[config.mk]
export PLATFORM = sky130hd
export DESIGN_NAME = fetch_stage
export DESIGN_NICKNAME = d
export VERILOG_FILES = /design/src/rtl/fetch_stage.sv
export SDC_FILE = /design/constraint.sdc
export NUM_CORES = 1
export LEC_CHECK = 0
export CAP_MARGIN = 20
export CORE_ASPECT_RATIO = 0.6
export CORE_MARGIN = 2
export CORE_UTILIZATION = 55
export CTS_BUF_LIST = sky130_fd_sc_hd__clkbuf_4
export DETAILED_ROUTE_END_ITERATION = 12
export PLACE_DENSITY = 0.83
export SLEW_MARGIN = 20
export SYNTH_ARGS = -nofsm -noshare
export SYNTH_HDL_FRONTEND = slang
export SYNTH_SLANG_ARGS = --single-unit
[constraint.sdc]
create_clock -name clk -period 19.1 [get_ports clk]
set_clock_uncertainty 0.15 [all_clocks]
set_input_delay 3.82 -clock clk [delete_from_list [all_inputs] [get_ports clk]]
set_output_delay 3.82 -clock clk [all_outputs]
set_load 0.1 [all_outputs]
[src/rtl/fetch_stage.sv]
// fetch_stage: sequential instruction fetch with imem request/ready handshake, IF/ID register and skid buffer.
// Optional FETCH_ALIGN_CHECK_EN word-aligns branch targets and pulses misalign_fault.
module fetch_stage #(
    parameter logic [31:0] RESET_PC  = 32'h0000_1000,
    parameter logic [31:0] NOP_INSTR = 32'h0000_0013
) (
    input  logic        clk,
    input  logic        rst,
    input  logic        stall,
    input  logic        branch_taken,
    input  logic [31:0] branch_target,
    output logic        imem_req,
    output logic [31:0] imem_addr,
    input  logic        imem_ready,
    input  logic [31:0] imem_rdata,
    output logic [31:0] ir,
    output logic [31:0] pc_out,
    output logic        valid,
    output logic        misalign_fault
);
    typedef enum logic [1:0] {IDLE, REQ, DRAIN} state_t;
    state_t      state_q, state_d;
    logic [31:0] fetch_pc_q, fetch_pc_d, addr_q, addr_d, ir_q, ir_d, pc_q, pc_d;
    logic [31:0] buf_ir_q, buf_ir_d, buf_pc_q, buf_pc_d, target;
    logic        valid_q, valid_d, buf_valid_q, buf_valid_d;
`ifdef FETCH_ALIGN_CHECK_EN
    logic fault_q;
    assign target = {branch_target[31:2], 2'b00};
    always_ff @(posedge clk or posedge rst)
        if (rst) fault_q <= 1'b0;
        else     fault_q <= branch_taken & |branch_target[1:0];
    assign misalign_fault = fault_q;
`else
    assign target = branch_target;
    assign misalign_fault = 1'b0;
`endif
    always_comb begin
        state_d     = state_q;
        fetch_pc_d  = fetch_pc_q;
        addr_d      = addr_q;
        ir_d        = ir_q;
        pc_d        = pc_q;
        valid_d     = valid_q;
        buf_ir_d    = buf_ir_q;
        buf_pc_d    = buf_pc_q;
        buf_valid_d = buf_valid_q;
        if (branch_taken) begin
            valid_d     = 1'b0;
            ir_d        = NOP_INSTR;
            buf_valid_d = 1'b0;
            fetch_pc_d  = target;
        end
        case (state_q)
            IDLE: begin
                if (branch_taken) begin
                    addr_d  = target;
                    state_d = REQ;
                end else if (!buf_valid_q || !stall) begin
                    if (buf_valid_q) begin
                        ir_d        = buf_ir_q;
                        pc_d        = buf_pc_q;
                        valid_d     = 1'b1;
                        buf_valid_d = 1'b0;
                    end
                    addr_d  = fetch_pc_q;
                    state_d = REQ;
                end
            end
            REQ: begin
                if (imem_ready) begin
                    if (branch_taken) begin
                        addr_d = target;
                    end else if (!stall) begin
                        ir_d       = imem_rdata;
                        pc_d       = addr_q;
                        valid_d    = 1'b1;
                        fetch_pc_d = addr_q + 32'd4;
                        addr_d     = addr_q + 32'd4;
                    end else begin
                        buf_ir_d    = imem_rdata;
                        buf_pc_d    = addr_q;
                        buf_valid_d = 1'b1;
                        fetch_pc_d  = addr_q + 32'd4;
                        state_d     = IDLE;
                    end
                end else if (branch_taken) begin
                    state_d = DRAIN;
                end
            end
            DRAIN: begin
                // stale word is dropped; fetch_pc_d already reflects a same-cycle redirect
                if (imem_ready) begin
                    addr_d  = fetch_pc_d;
                    state_d = REQ;
                end
            end
            default: state_d = IDLE;
        endcase
    end
    always_ff @(posedge clk or posedge rst) begin
        if (rst) begin
            state_q     <= IDLE;
            fetch_pc_q  <= RESET_PC;
            addr_q      <= RESET_PC;
            ir_q        <= NOP_INSTR;
            pc_q        <= 32'd0;
            valid_q     <= 1'b0;
            buf_ir_q    <= 32'd0;
            buf_pc_q    <= 32'd0;
            buf_valid_q <= 1'b0;
        end else begin
            state_q     <= state_d;
            fetch_pc_q  <= fetch_pc_d;
            addr_q      <= addr_d;
            ir_q        <= ir_d;
            pc_q        <= pc_d;
            valid_q     <= valid_d;
            buf_ir_q    <= buf_ir_d;
            buf_pc_q    <= buf_pc_d;
            buf_valid_q <= buf_valid_d;
        end
    end
    assign imem_req  = (state_q != IDLE);
    assign imem_addr = addr_q;
    assign ir        = ir_q;
    assign pc_out    = pc_q;
    assign valid     = valid_q;
endmodule

== After elaboration in Yosys (flattened, before gate mapping) ==
Index checks and enable logic that the tools add are counted.

* Bits in registers: 196
* Bits in latches: 0
* Memory bits (writable): 0
* Bits in read-only memories: 0
* Output and inout port bits: 99
* Word-level logic and storage cells: 86
* Memories kept: 0

* Add/subtract/negate cells: 1
* $mul: 0
* Div/mod/pow operators: 0
* Order comparisons: 0
* Equality and inequality tests: 14
* Shifts and indexed selects: 0
* Muxes and demuxes: 50
* Bitwise operators: 1
* Reductions and logical operators: 11

{| class="wikitable"
|+ Operator list
! kind !! count
|-
| 2-to-1 mux 32 bit || 23
|-
| case mux 32 bit (2 select lines) || 2
|-
| case mux 32 bit (3 select lines) || 1
|-
| adder 32 x 3 -> 32 bit (second input constant) || 1
|-
| inequality test 3 bit (second input constant) || 5
|-
| 2-to-1 mux 1 bit || 14
|-
| 2-to-1 mux 2 bit || 7
|-
| inequality test 2 bit (second input constant) || 7
|-
| AND reduction 5 bit || 2
|-
| AND reduction 7 bit || 1
|-
| case mux 2 bit (3 select lines) || 1
|-
| case mux 1 bit (2 select lines) || 2
|-
| AND reduction 4 bit || 1
|-
| nonzero test 2 bit || 2
|-
| nonzero test 3 bit || 1
|-
| equality test 2 x 1 -> 1 bit (second input constant) || 1
|-
| equality test 2 bit (second input constant) || 1
|-
| logical NOT 1 bit || 2
|-
| logical NOT 2 bit || 1
|-
| logical OR 1 bit || 1
|-
| inverter 1 bit || 1
|}

== Logic depth before layout (Yosys ltp) ==
* Depth after elaboration: 5
* Mapped depth: 8
* Depth with buffers taken out: 6

== Worst setup path after synthesis ==
OpenSTA, ideal clock, no wires.

* Path kind: register -> output
* Start: register state_q[1]
* End: output imem_req
* Arrival: 1.435 ns
* Setup slack: 13.695 ns
* Cell stages (with the launch flop): 3
* Buffers on the path: 1
* Cells stage by stage: dfrtp_1 or2_2 clkbuf_1

* Cells in the longest elaborated chain, start to end: 1

{| class="wikitable"
|+ RTL lines
! item !! RTL line !! source
|-
| start: declaration || 22 || <nowiki>state_t state_q, state_d;</nowiki>
|-
| start signal: assignment || 112 || <nowiki>state_q <= state_d;</nowiki>
|-
| nonzero test 2 bit || 123 || <nowiki>assign imem_req = (state_q != IDLE);</nowiki>
|-
| end: declaration || 12 || <nowiki>output logic imem_req,</nowiki>
|}

No other way between the ends.

== Final worst setup path ==
* Start: input branch_taken
* End: register ir_q[6] (netlist: ir[6])

* Cells in the longest elaborated chain, start to end: 5

{| class="wikitable"
|+ RTL lines
! item !! RTL line !! source
|-
| start: declaration || 10 || <nowiki>input logic branch_taken,</nowiki>
|-
| 2-to-1 mux 32 bit || 47 || <nowiki>if (branch_taken) begin</nowiki>
|-
| 2-to-1 mux 32 bit (on tied branches) || 73, 59 ||
|-
| 2-to-1 mux 32 bit (on tied branches) || 71, 58 ||
|-
| 2-to-1 mux 32 bit (on tied branches) || 70, 55 ||
|-
| case mux 32 bit (2 select lines) (*) || 53 || <nowiki>case (state_q)</nowiki>
|-
| named net ir_d[6] || 23 || <nowiki>logic [31:0] fetch_pc_q, fetch_pc_d, addr_q, addr_d, ir_q, ir_d, pc_q, pc_d;</nowiki>
|-
| end signal: assignment || 115 || <nowiki>ir_q <= ir_d;</nowiki>
|-
| end: declaration || 23 ||
|}

Mark *: on every way through the listed nets, which the timed path passes. The rest lies on a longest branch.
A chain may end at the register's enable or synchronous reset.

==> summary.md <==
| Metric | Value |
|---|---|
| TritonCTS clock tree | built |
| Outcome | finished, final reports clean |
| Hpwl dp | 16.1 mm |
| # rows | 37 |
| Detailed-router iteration count before antenna repair | 5 |
| Slew HR | 0.275 |
| Synth area leader | dfrtp_1 |
| Clk Latency, worst-skew pair | 0.57 ns |
| Die Ht | 105 µm |
| Clock network fraction of total power | 0.115 |
| Xor-xnor portion of the synthesized cell area | 0.0241 |
| CTS clk-pin slew, worst paths | 0.17 ns |
| Nets | 1100 |
| Top cells by area, synth | dfrtp_1 51%, mux2_2 8.2%, o21ai_0 4.6%, nand2_1 4.5%, a22oi_1 4.1% |
| Total CTS buffers | 17 |
| Largest family of logic cells by synthesized area | compound AO/OA/AOI/OAI gates |
| Crit path launch type | primary input |
| Grt total ovfl | 0 |
| Worst-margin pin slew | 1.08 ns |
| Minimum clock period | 6.85 ns |
| Worst VDD drop | 0.0991 mV |
| Capture point of the critical path | ir[6] |
| Post-synth top area share | 0.506 |
| Syn Inst Count | 913 |
| CP Launch Point | branch_taken |
| Quantity of I/O buffers inserted on ports | 166 |
| Element type at the critical path end | flop |
| F_max | 0.146 GHz |
| DRC viols | 0 |
| DRT iter0 DRCs | 673 |
| Reg power frac | 0.376 |
| Dpl cell area | 11200 µm² |
| Switching share of power | 0.519 |
| Setup TNS | 0 ns |
| Syn_nets | 983 |
| Via density | 6.05 |
| Synthesis-to-layout area growth | 21.0% |
| Number of synthesized flops with an enable pin | 0 |
| Resized Gates After CTS | 0 |
| Critical path arrival | 7.10 ns |
| Register area share after synthesis | 0.520 |
| Number of max-cap violations | 0 |
| Synth Flop Type | dfrtp_1 |
| Synth warnings | 0 |
| Num ports | 168 |
| Area fraction in and, or, nand and nor cells after synthesis | 0.116 |
| Die W | 173 µm |
| Adder-Cell Fraction of Synth Area | 0.00133 |
| Number of global-route vias before repair | 7482 |
| Placer Congestion | 0.854 |
| Clock tree root driver cell | clkbuf_4 |
| Final setup fails | 0 |
| Period utilization | 0.358 |
| Routed Antenna Nets | 0 |
| Worst Setup Path Type | in2reg |
| Clock Path Buffers | 2 |
| Final Hold Violating Endpoints | 0 |
| Mux contribution to synthesized area | 0.122 |
| DR vias | 7719 |
| Maximum fanout along the worst path | 95 |
| Share of layout cells above drive strength 1 | 0.131 |
| PwrDens | 155 nW/µm² |
| RSZ-0062 raised after global routing | false |
| Cell internal pwr | 0.851 mW |
| Design Area, Final | 11400 µm² |
| Register bit total from synthesis | 196 |
| Worst r2r path cells | 5 |
| Post-CTS setup buffers | 0 |
| Avg Inst Size Synth | 10.3 µm² |
| Max Slew Vio Count | 0 |
| Syn Std Cell Area | 9440 µm² |
| Starting density of the core | 0.556 |
| H-tree levels | 4 |
| Total track usage | 0.271 |
| Largest net degree at the start of global routing | 115 |
| CTS Hold Buffers Added | 0 |
| Hold Startpoint | pc_out[10] |
| Hold WC Path Type | reg2reg |
| Die ar. | 18300 µm² |
| Routed WL per cell | 19.1 µm |
| Pwr Total | 1.77 mW |
| CP required | 19.35 ns |
| Static Leakage | 4.65 nW |
| Most numerous cell in the Yosys netlist | dfrtp_1 |
| First-pass GRT wire length | 39.6 mm |
| Initial antenna violation count | 0 |
| Fin Hold WS | 0.348 ns |
| Compound-cell area share of the yosys netlist | 0.177 |
| CTS sink count | 196 |
| R2R Path Start | state_q[0] |
| Post-synth ARST share | 1.00 |
| Detailed Route WL | 24.3 mm |
| ANT cells | 0 |
| P_sw | 0.917 mW |
| Top post-synthesis cells by count | 191 x dfrtp_1, 112 x nand2_1, 87 x o21ai_0 |
| Reg2reg setup slack | 15.43 ns |
| Synth unique cells | 63 |
| Total core area | 17000 µm² |
| R2r endpoint | buf_ir_q[22] |
| Power share of the combinational group | 0.509 |
-- cells by family (layout without fill, tap and decap cells) --
group                    Yosys count  in the layout
adder cells (fa/ha/maj)            1              1
other                              1              1
XOR/XNOR                          26             26
AO/OA/AOI/OAI                    265            265
multiplexers                     106            106
flip-flops                       196            196
buffers and inverters             91            220
AND/OR/NAND/NOR                  227            227
-- area by class of cell --
cell class                      instances  area (µm²)
Fill cell                            1319        5570
Sequential cell                       196        4910
Multi-Input combinational cell        626        4180
Timing Repair Buffer                  177        1750
Tap cell                              234         293
Clock buffer                           18         135
Clock inverter                         13         105
Inverter                               12        52.6
-- layer usage --
layer,vias to the layer above,global-route usage,share of wire
li1,3526,-,-
met1,3819,0.410,0.47
met2,341,0.394,0.44
met3,33,0.0556,0.073
met4,0,0.0805,0.016
met5,-,0,0
-- worst max-delay path, stage by stage --
cell     delay (ns)
buf_4          0.21
buf_4          0.80
inv_1          0.61
nand2_1        0.96
nor2_1         0.37
nand2_1        0.17
o21ai_0        0.09
-- power groups by stage --
stage / Clock, mW / Sequential, mW / Combinational (mW)
2_1_floorplan: 0 / 1.07 / 0.271
3_3_place_gp: 0 / 0.664 / 0.883
3_5_place_dp: 0 / 0.671 / 0.899
4_1_cts: 0.207 / 0.662 / 0.901
5_1_grt: 0.223 / 0.685 / 0.942
6_report: 0.203 / 0.664 / 0.900
-- registers in the layout, indices dropped and copies added (netlist names) --
signal,cells
pc_out,32
fetch_pc_q,32
buf_valid_q,1
state_q,2
valid,1
buf_ir_q,32
buf_pc_q,32
imem_addr,32
ir,32
-- how the worst min path moves through the flow --
stage	cells past startpoint	slack, ns	to
after global routing	2	0.38	pc_out[21]
after CTS	2	0.35	pc_out[13]
after floorplan	2	0.32	fetch_pc_q[31]
after detailed placement	2	0.32	pc_out[13]
final	2	0.35	pc_out[10]
after global placement	2	0.31	pc_out[13]
-- layout by cell type (no fill, tap or decap), drive strengths merged, types with 3 or more instances in the layout --
cell           netlist  layout
or4                  5       5
nand3               18      18
a22o                 7       7
o21a                 3       3
and3                 6       6
nand4                9       9
nand2b               6       6
nor3                14      14
a21oi               59      59
clkdlybuf4s50        0     165
o221ai               5       5
nand2              112     112
xor2                 7       7
nor2                41      41
clkinvlp             0       6
nor4                 5       5
xnor2               19      19
inv                 12      16
o22ai                4       4
clkbuf              49      18
o211ai               6       6
o41ai                4       4
dfstp                5       5
o31a                 4       4
a222oi               3       3
a22oi               52      52
mux2                69      69
buf                 30      12
o21ai               90      90
o2bb2ai              3       3
dfrtp              191     191
o22a                 5       5
clkinv               0       3
mux2i               37      37
a31oi                5       5
-- stage by stage --
step                setup WS, ns  instances  utilization
finish                     12.25       1276        0.672
global route               12.12       1276        0.672
CTS                        12.38       1276        0.672
detailed placement         11.79       1245        0.658
global placement           11.96       1245        0.658
floorplan                   9.80        913            -
Note: power is estimated with default switching activity, not from simulation.
